**config.mk**
```make
export PLATFORM = sky130hd
export DESIGN_NAME = deb_array
export DESIGN_NICKNAME = d
export VERILOG_FILES = /design/src/rtl/deb_pkg.sv /design/src/rtl/deb_chan.sv /design/src/rtl/deb_array.sv
export SDC_FILE = /design/constraint.sdc
export NUM_CORES = 1
export LEC_CHECK = 0
export CORE_AREA = 2 2 189 191
export CTS_BUF_LIST = sky130_fd_sc_hd__clkbuf_2 sky130_fd_sc_hd__clkbuf_4 sky130_fd_sc_hd__clkbuf_8
export DETAILED_ROUTE_END_ITERATION = 8
export DIE_AREA = 0 0 191 193
export MAX_ROUTING_LAYER = met4
export PLACE_DENSITY = 0.65
export SETUP_SLACK_MARGIN = 0.5
export SYNTH_ARGS = -nofsm -noshare
export SYNTH_HDL_FRONTEND = slang
export SYNTH_SLANG_ARGS = --single-unit
```
**constraint.sdc**
```tcl
create_clock -name clk -period 3.4 [get_ports clk]
set_clock_uncertainty 0.15 [all_clocks]
set_input_delay 0.68 -clock clk [delete_from_list [all_inputs] [get_ports clk]]
set_output_delay 0.68 -clock clk [all_outputs]
set_load 0.005 [all_outputs]
```
**src/rtl/deb_pkg.sv**
```systemverilog
// Shared definitions for the multi-channel button debouncer: FSM state encodings
// and the counter width helper.
package deb_pkg;

   localparam int unsigned STATE_W = 3;

   localparam logic [STATE_W-1:0] ST_UP         = 3'd0;
   localparam logic [STATE_W-1:0] ST_TRANS_DOWN = 3'd1;
   localparam logic [STATE_W-1:0] ST_HOLD_DOWN  = 3'd2;
   localparam logic [STATE_W-1:0] ST_DOWN       = 3'd3;
   localparam logic [STATE_W-1:0] ST_TRANS_UP   = 3'd4;
   localparam logic [STATE_W-1:0] ST_HOLD_UP    = 3'd5;

   // Bits needed to hold the values 0..max_val inclusive
   function automatic int unsigned cnt_w(input int unsigned max_val);
      int unsigned w;
      w = 1;
      while ((64'd1 << w) <= 64'(max_val)) w = w + 1;
      return w;
   endfunction

endpackage

```
**src/rtl/deb_chan.sv**
```systemverilog
// One debounce channel: polarity fix, 2-flop synchroniser, debounce FSM and the
// press-age / auto-repeat counters that produce the long and rpt strobes.
module deb_chan
   import deb_pkg::*;
#(
   parameter int unsigned HOLD_CYCLES   = 32'd2000000,
   parameter int unsigned LONG_CYCLES   = 32'd12000000,
   parameter int unsigned REPEAT_CYCLES = 32'd3000000,
   parameter bit          REPEAT_EN     = 1'b1,
   parameter bit          ACTIVE_LOW    = 1'b0
) (
   input  logic clk,
   input  logic rst_n,
   input  logic i_btn,
   output logic o_down,
   output logic o_up,
   output logic o_is_down,
   output logic o_is_up,
   output logic o_long,
   output logic o_rpt
);

   localparam int unsigned HW = cnt_w(HOLD_CYCLES);
   localparam int unsigned AW = cnt_w(LONG_CYCLES);
   localparam int unsigned RW = cnt_w(REPEAT_CYCLES);

   localparam logic [HW-1:0] HOLD_LAST = HW'(HOLD_CYCLES - 1);
   localparam logic [AW-1:0] AGE_LONG  = AW'(LONG_CYCLES);
   localparam logic [RW-1:0] RPT_LAST  = RW'(REPEAT_CYCLES);

   logic [1:0]         r_sync;
   logic [STATE_W-1:0] r_state;
   logic [STATE_W-1:0] w_next;
   logic [HW-1:0]      r_hold_cnt;
   logic [AW-1:0]      r_age;
   logic [RW-1:0]      r_rpt_cnt;
   logic               r_long_seen;
   logic               w_pressed;
   logic               w_hold_done;
   logic               w_is_down;
   logic               w_long;
   logic               w_rpt;

   // Normalise polarity so 1 means pressed, then synchronise
   always_ff @(posedge clk or negedge rst_n) begin
      if (!rst_n) r_sync <= 2'b00;
      else        r_sync <= {r_sync[0], i_btn ^ ACTIVE_LOW};
   end

   assign w_pressed   = r_sync[1];
   assign w_hold_done = (r_hold_cnt == HOLD_LAST);

   always_ff @(posedge clk or negedge rst_n) begin
      if (!rst_n) r_state <= ST_UP;
      else        r_state <= w_next;
   end

   always_comb begin
      w_next = r_state;
      case (r_state)
         ST_UP:         if (w_pressed) w_next = ST_TRANS_DOWN;
         ST_TRANS_DOWN: w_next = ST_HOLD_DOWN;
         ST_HOLD_DOWN:  if (w_hold_done) w_next = ST_DOWN;
         ST_DOWN:       if (!w_pressed) w_next = ST_TRANS_UP;
         ST_TRANS_UP:   w_next = ST_HOLD_UP;
         ST_HOLD_UP:    if (w_hold_done) w_next = ST_UP;
         default:       w_next = ST_UP;
      endcase
   end

   always_comb begin
      o_down    = 1'b0;
      o_up      = 1'b0;
      w_is_down = 1'b0;
      case (r_state)
         ST_TRANS_DOWN: begin
            o_down    = 1'b1;
            w_is_down = 1'b1;
         end
         ST_HOLD_DOWN, ST_DOWN: w_is_down = 1'b1;
         ST_TRANS_UP:           o_up = 1'b1;
         default: ;
      endcase
   end

   // Lockout counter: cleared on entry to a hold window, runs HOLD_CYCLES inside it
   always_ff @(posedge clk or negedge rst_n) begin
      if (!rst_n) begin
         r_hold_cnt <= '0;
      end else if (r_state == ST_TRANS_DOWN || r_state == ST_TRANS_UP) begin
         r_hold_cnt <= '0;
      end else if ((r_state == ST_HOLD_DOWN || r_state == ST_HOLD_UP) && !w_hold_done) begin
         r_hold_cnt <= r_hold_cnt + HW'(1);
      end
   end

   assign w_long = w_is_down && !r_long_seen && (r_age == AGE_LONG);
   assign w_rpt  = REPEAT_EN && w_is_down && r_long_seen && (r_rpt_cnt == RPT_LAST);

   // Age is 0 during TRANS_DOWN; repeat phase starts the cycle after long
   always_ff @(posedge clk or negedge rst_n) begin
      if (!rst_n) begin
         r_age       <= '0;
         r_rpt_cnt   <= '0;
         r_long_seen <= 1'b0;
      end else if (w_next == ST_TRANS_DOWN) begin
         r_age       <= '0;
         r_rpt_cnt   <= '0;
         r_long_seen <= 1'b0;
      end else if (w_is_down) begin
         if (r_age != AGE_LONG) r_age <= r_age + AW'(1);
         if (w_long) begin
            r_long_seen <= 1'b1;
            r_rpt_cnt   <= RW'(1);
         end else if (r_long_seen) begin
            r_rpt_cnt <= (r_rpt_cnt == RPT_LAST) ? RW'(1) : r_rpt_cnt + RW'(1);
         end
      end
   end

   assign o_is_down = w_is_down;
   assign o_is_up   = ~w_is_down;
   assign o_long    = w_long;
   assign o_rpt     = w_rpt;

endmodule

```
**src/rtl/deb_array.sv**
```systemverilog
// Multi-channel button debouncer for the sequencer front panel: one independent
// deb_chan per button pin.
module deb_array
   import deb_pkg::*;
#(
   parameter int unsigned N             = 4,
   parameter int unsigned HOLD_CYCLES   = 32'd2000000,
   parameter int unsigned LONG_CYCLES   = 32'd12000000,
   parameter int unsigned REPEAT_CYCLES = 32'd3000000,
   parameter bit          REPEAT_EN     = 1'b1,
   parameter bit          ACTIVE_LOW    = 1'b0
) (
   input  logic         clk,
   input  logic         rst_n,
   input  logic [N-1:0] btn,
   output logic [N-1:0] down,
   output logic [N-1:0] up,
   output logic [N-1:0] is_down,
   output logic [N-1:0] is_up,
   output logic [N-1:0] long,
   output logic [N-1:0] rpt
);

   localparam int unsigned CHK_STATE_W = STATE_W;

   if (N < 1) begin : g_bad_n
      $error("deb_array: N must be at least 1");
   end
   if (HOLD_CYCLES < 1 || LONG_CYCLES < 1 || REPEAT_CYCLES < 1 || CHK_STATE_W != 3) begin : g_bad_cycles
      $error("deb_array: cycle parameters must be at least 1");
   end

   for (genvar gi = 0; gi < N; gi++) begin : g_chan
      deb_chan #(
         .HOLD_CYCLES   (HOLD_CYCLES),
         .LONG_CYCLES   (LONG_CYCLES),
         .REPEAT_CYCLES (REPEAT_CYCLES),
         .REPEAT_EN     (REPEAT_EN),
         .ACTIVE_LOW    (ACTIVE_LOW)
      ) u_chan (
         .clk       (clk),
         .rst_n     (rst_n),
         .i_btn     (btn[gi]),
         .o_down    (down[gi]),
         .o_up      (up[gi]),
         .o_is_down (is_down[gi]),
         .o_is_up   (is_up[gi]),
         .o_long    (long[gi]),
         .o_rpt     (rpt[gi])
      );
   end

endmodule

```
==> metrics.yaml, run 1 <==
detailed_routing:
  num_vias: 15200
  wl_um: 41500
  ant_nets: 0
  drtIter0Drc: 1057
  detail_route.first_pass.iterations: 5
  drc_errors: 0
  viasPerCell: 6.10
  avgRoutedWirePerCell_um: 16.7
sta:
  max_freq_mhz: 309
  slew_violations: 0
  rsz0062_at_grt: "true"
  tns_ps: 0
  maxSlewHeadroom_pct: 39.8
  fin_crit_ps: 3240
  setup_viol: 0
  finalHoldViolations: 0
  worstMarginPinSlew_ps: 895
  fin_crit_sh_pct: 95.2
pwr:
  pwr-share-clk_pct: 34.8
  switching_share_pct: 34.4
  p_sw_mw: 3.91
  p_total_mw: 11.4
  p_seq_share_pct: 35.7
  power_frac_comb_pct: 29.5
  p_int_mw: 7.47
  powerDensity_nw_per_um2: 564
  p_leak_nw: 8.21
  vdd_ir_drop_max_mv: 0.331
global_routing:
  grt_max_degree: 78
  track_usage_pct: 23.5
  overflow: 0
  antenna_found_initial: 0
  grt_pass1_wl_um: 70700
  grt_pass1_vias: 14500
floorplan:
  start_util_pct: 48.0
  row_count: 69
  die_area_um2: 36900
  pin_count: 30
  die_h_um: 193
  fp.dieW_um: 191
  core_um2: 35000
cts:
  clock-sinks: 292
  cts_tree: "built"
  cts_root_buf: "clkbuf_8"
  clk_latency_ps: 630
  h-tree-depth: 2
  clkTransAtPathRegs_ps: 60
  cts_made_buffers: 53
  cts_buffer_depth: 3
critical_path:
  required_ps: 2570
  crit_path_max_fanout: 2
  crit_type: "reg2out"
  arrival_ps: 2410
  worstSetupStartpointType: "register"
  critPathCaptureType: "output port"
placement:
  place.gp.congestion: 0.854
  port-buffer-count: 29
  hpwl_um: 25500
synth:
  seq_area_frac_synth_pct: 43.5
  synth_cell_types: 72
  yosys_warnings: 0
  syn_avg_cell_area_um2: 8.99
  synth_edf_count: 0
  async_flop_share_pct: 100
  syn_area_um2: 16800
  ys_ff_latch: 292
  synth_flop_cell: "dfrtp_1"
  synth_nets: 1894
  syn_inst: 1868
final_layout:
  area_delta_synth_final_pct: 20.3
  diodes: 0
  nets: 2009
  drive_gt1_share_pct: 18.9
run_status:
  status: "completed"
hold_path:
  min_path_type: "reg2reg"
run:
  cap_violations: 0
logic make-up (layout without fill, tap and decap cells):
logic type,after synthesis,after routing,synth area share [%]
AO/OA/AOI/OAI,414,414,16.3
XOR/XNOR,87,87,4.54
adder cells (fa/ha/maj),20,20,1.49
buffers and inverters,192,352,4.90
flip-flops,292,292,43.5
multiplexers,19,19,1.13
AND/OR/NAND/NOR,844,844,28.1
per-stage QoR:
stage	setup WS (ps)	hold slack, ps	cells	util (%)	instance area (um^2)
6_report	162	203	2489	57.8	20200
5_1_grt	19.0	219	2489	57.8	20200
4_1_cts	234	206	2465	56.4	19700
3_5_place_dp	246	187	2282	50.1	17500
3_3_place_gp	266	191	2282	50.1	17500
2_1_floorplan	591	181	1868	-	16800
placed cells by master (no fill, tap or decap), types with 47 or more instances in the layout:
master / count
nand3_1: 110
clkbuf_8: 66
nand2_1: 135
dfrtp_1: 263
buf_4: 112
o31ai_1: 47
or4_1: 51
and3_1: 50
a21oi_1: 102
a31oi_1: 52
nand4_1: 82
xnor2_1: 55
nor2_1: 133
o21ai_0: 59
inv_1: 63
what timing repair did:
action	CTS	global route
hold endpoints to repair	71	0
setup endpoints to repair	27	61
pin swaps	28	37
hold buffers	1	0
setup buffers	80	24
resized for setup	118	70
cloned	2	0
critical path, stage by stage (launching register included):
cell,delay [ps]
dfrtp_1,390
inv_2,90
ha_4,120
nor4bb_4,170
nand4_1,160
buf_4,170
or4b_4,510
inv_4,80
buf_6,90
final timing paths:
path | from | endpoint | slack (ps) | cells after the start
max reg2reg | g_chan[0].u_chan.r_age[0]$_DFFE_PN0P_ | g_chan[0].u_chan.r_rpt_cnt[1]$_DFFE_PN0P_ | 190 | 20
max in group asynchronous | rst_n | g_chan[1].u_chan.r_rpt_cnt[17]$_DFFE_PN0P_ | 1740 | 3
min | g_chan[3].u_chan.r_sync[0]$_DFF_PN0_ | g_chan[3].u_chan.r_sync[1]$_DFF_PN0_ | 200 | 0
min in group asynchronous | rst_n | g_chan[2].u_chan.r_age[5]$_DFFE_PN0P_ | 550 | 2
min reg2reg | g_chan[3].u_chan.r_sync[0]$_DFF_PN0_ | g_chan[3].u_chan.r_sync[1]$_DFF_PN0_ | 200 | 0
max | g_chan[0].u_chan.r_age[0]$_DFFE_PN0P_ | long[0] | 160 | 8
registers in the layout (all words and copies together) (netlist names):
signal and cells:
g_chan.u_chan.r_state 12, g_chan.u_chan.r_sync 8, g_chan.u_chan.r_hold_cnt 84, g_chan.u_chan.r_age 96, g_chan.u_chan.r_long_seen 4, g_chan.u_chan.r_rpt_cnt 88
cell usage after synthesis (7+ instances only):
library cell	number	area, um^2
dfrtp_1	292	7310
nor2_1	136	510
nand2_1	135	507
nand3_1	111	556
a21oi_1	104	521
clkbuf_1	85	319
nand4_1	82	513
inv_1	74	278
o21ai_0	62	310
xnor2_1	56	490
or4_1	54	405
a31oi_1	52	325
and3_1	50	313
nor4_1	48	300
o31ai_1	48	360
or3_1	48	300
nor3_1	44	220
o211ai_1	41	308
xor2_1	31	272
and2_1	25	156
buf_4	24	180
and4_1	22	193
ha_1	20	250
nor4b_1	20	175
mux2i_1	19	190
o2111ai_1	16	140
o21a_1	12	90.1
a211oi_1	10	75.1
nand3b_1	10	75.1
nor4bb_1	10	100
a41oi_1	9	78.8
or2_2	9	56.3
nor3b_1	8	60.1
nand2b_1	7	43.8
o31a_1	7	61.3
final cells by class:
type	count	area, um^2
clock buffers	73	961
clock inverters	27	315
fillers	3049	14800
inverters	76	288
multi-input cells	1384	9150
flip-flops and latches	292	7340
well taps	461	577
repair buffers	176	1560
per-layer routing:
metal / vias to the layer above / track usage [%] / wire [um]
met3: 77 / 4.47 / 1870
met2: 344 / 36.7 / 19600
met1: 7481 / 31.0 / 19200
met4: 0 / 7.30 / 820
li1: 7289 / - / -
met5: - / - / 0
power by group through the flow:
| stage | logic, mW | registers [mW] | clock network [mW] |
|---|---|---|---|
| 5_1_grt | 3.69 | 4.11 | 4.24 |
| 3_3_place_gp | 2.60 | 4.14 | 0 |
| 3_5_place_dp | 2.65 | 4.16 | 0 |
| 4_1_cts | 3.10 | 4.08 | 4.06 |
| 6_report | 3.35 | 4.07 | 3.97 |
| 2_1_floorplan | 2.02 | 3.98 | 0 |
Power figures use the tool's default switching activity.
==> inputs of run 2 (changes only) <==
Settings changed: SETUP_SLACK_MARGIN 0.5 to unset.
==> metrics.yaml, run 2 (synthesis gave the netlist of run 1 again) <==
sta:
  fin_crit_sh_pct: 95.8  # +0.62 points
  finalHoldViolations: 0  # unchanged
  maxSlewHeadroom_pct: 41.4  # +1.6 points
  fin_ws_ps: 141  # -21.0 ps
  rsz0062_at_grt: "false"
  slew_violations: 0  # unchanged
  worstMarginPinSlew_ps: 880  # -15.6 ps
  fin_crit_ps: 3260  # +21.0 ps
  setup_viol: 0  # unchanged
  max_freq_mhz: 307  # -0.65%
  tns_ps: 0  # unchanged
  timing.hold.ws_ps: 197  # -6.35 ps
final_layout:
  mostFrequentLayoutCells: "dfrtp_1, nor2_1, nand2_1, nand3_1, a21oi_1"
  top_regs: "g_chan.u_chan.r_age x96, g_chan.u_chan.r_rpt_cnt x88, g_chan.u_chan.r_hold_cnt x84"
  diodes: 0  # unchanged
  fillerInstances: 3175  # +4.1%
  final_common_cell: "dfrtp_1"
  drive_gt1_share_pct: 11.5  # -7.4 points
  top_register: "g_chan.u_chan.r_age"
  largest_reg_flops: 96  # unchanged
  nets: 1920  # -4.4%
  stdcell_count: 2395  # -3.8%
  area_delta_synth_final_pct: 12.9
critical_path:
  path_depth: 7  # -1
  ff2ff_path_depth: 5  # -75%
  critPathCaptureType: "output port"
  arrival_ps: 2430  # +20 ps
  crit_type: "reg2out"
  worstSetupStartpointType: "register"
  worst-path-buf-inv: 3  # -1
  cp_top_family: "simple AND/OR/NAND/NOR gates"
  required_ps: 2570  # about the same
  crit_path_max_fanout: 2  # unchanged
  cp_common_cell: "inv_2"
  crit_path_max_incr_delay_ps: 530  # +20 ps
  path_cells: "inv_2, ha_1, nor4bb_4, nand4_1, or4b_4, inv_2, dlygate4sd2_1"
  slowest_stage: "or4b_4"
cts:
  cts_buffer_depth: 3  # unchanged
  clk_latency_ps: 620  # about the same
  clock-sinks: 292  # unchanged
  cts_tree: "built"
  cts_made_buffers: 54  # +1.9%
  clkTransAtPathRegs_ps: 60  # about the same
  cts_root_buf: "clkbuf_8"
  h-tree-depth: 2  # unchanged
placement:
  dpl_worst_slack_ps: 218  # -27.9 ps
  place.gp.congestion: 0.878  # +2.8%
  port-buffer-count: 29  # unchanged
  placed_cells: 2281  # -0.044%
  hpwl_um: 25700  # +0.62%
floorplan:
  start_util_pct: 48.0  # unchanged
  die_area_um2: 36900  # unchanged
  pin_count: 30  # unchanged
  fp.dieW_um: 191  # unchanged
  core_um2: 35000  # unchanged
  row_count: 69  # unchanged
  die_h_um: 193  # unchanged
detailed_routing:
  wl_um: 39500  # -4.7%
  detail_route.first_pass.iterations: 7  # +2
  num_vias: 14700  # -3.5%
  drc_errors: 0  # unchanged
  viasPerCell: 6.12  # +0.29%
  ant_nets: 0  # unchanged
  avgRoutedWirePerCell_um: 16.5  # -0.94%
  drtIter0Drc: 969  # -8.3%
global_routing:
  grt_pass1_wl_um: 68800  # -2.7%
  grt_max_degree: 83  # +6.4%
  track_usage_pct: 22.8  # -0.66 points
  antenna_found_initial: 0  # unchanged
  overflow: 0  # unchanged
  grt_pass1_vias: 14100  # -2.6%
pwr:
  vdd_ir_drop_max_mv: 0.351  # +5.8%
  p_leak_nw: 7.66  # -6.7%
  p_total_mw: 10.5  # -8.2%
  powerDensity_nw_per_um2: 552  # -2.2%
run_status:
  status: "completed"
hold_path:
  min_path_type: "reg2reg"
  whs_path_depth: 0  # unchanged
run:
  cap_violations: 0  # unchanged
-- run 2: cell count changes in the layout (fill, tap and decap cells not counted), moves of 6 or more --
| cell | change |
|---|---|
| buf_4 | -59 |
| buf_6 | -27 |
| dfrtp_1 | +24 |
| dfrtp_2 | -24 |
| clkinv_2 | -14 |
| clkbuf_4 | +12 |
| buf_2 | -7 |
| bufinv_16 | -7 |
| clkbuf_8 | +7 |
| inv_1 | +7 |
| inv_2 | -6 |
-- run 2: final timing paths --
check,slack [ps],start,endpoint
min in group asynchronous,440,rst_n,g_chan[2].u_chan.r_rpt_cnt[21]$_DFFE_PN0P_
max in group asynchronous,1810,rst_n,g_chan[3].u_chan.r_age[12]$_DFFE_PN0P_
setup reg to reg,420,g_chan[2].u_chan.r_age[4]$_DFFE_PN0P_,g_chan[2].u_chan.r_rpt_cnt[12]$_DFFE_PN0P_
hold / removal,200,g_chan[1].u_chan.r_sync[0]$_DFF_PN0_,g_chan[1].u_chan.r_sync[1]$_DFF_PN0_
setup / recovery,140,g_chan[0].u_chan.r_age[0]$_DFFE_PN0P_,long[0]
hold reg to reg,200,g_chan[1].u_chan.r_sync[0]$_DFF_PN0_,g_chan[1].u_chan.r_sync[1]$_DFF_PN0_
-- run 2: power breakdown --
part	internal, mW	leakage, nW	total, mW	switching, mW
Sequential	3.73	4.00	4.09	0.360
Clock	2.10	0.628	3.61	1.51
Combinational	0.986	3.03	2.75	1.77
-- run 2: cell type report --
cell class | count | area (um^2) | area share (%)
multi-input cells | 1384 | 8850 | 46.7
well taps | 461 | 577 | 3.04
inverters | 76 | 285 | 1.50
clock buffers | 92 | 1150 | 6.05
clock inverters | 4 | 20.0 | 0.106
flip-flops and latches | 292 | 7310 | 38.6
repair buffers | 86 | 768 | 4.05
-- run 2: metrics by stage --
step / utilization, % / cell area, um^2
finish: 54.2 / 19000
detailed placement: 50.0 / 17500
global placement: 50.0 / 17500
floorplan: - / 16800
global route: 54.2 / 19000
CTS: 54.0 / 18900
-- run 2: routing by layer --
layer | global-route usage, % | vias to the layer above | routed length, um
met4 | 6.86 | 0 | 843
met5 | - | - | 0
met2 | 35.0 | 344 | 18300
li1 | - | 7107 | -
met1 | 31.1 | 7140 | 18600
met3 | 3.80 | 69 | 1730
-- run 2: what timing repair did --
item,CTS,global route
endpoints found under the setup margin,8,5
gates resized for setup,31,13
endpoints found under the hold margin,54,0
hold buffers,1,0
setup buffers,11,6
pin swaps,8,9
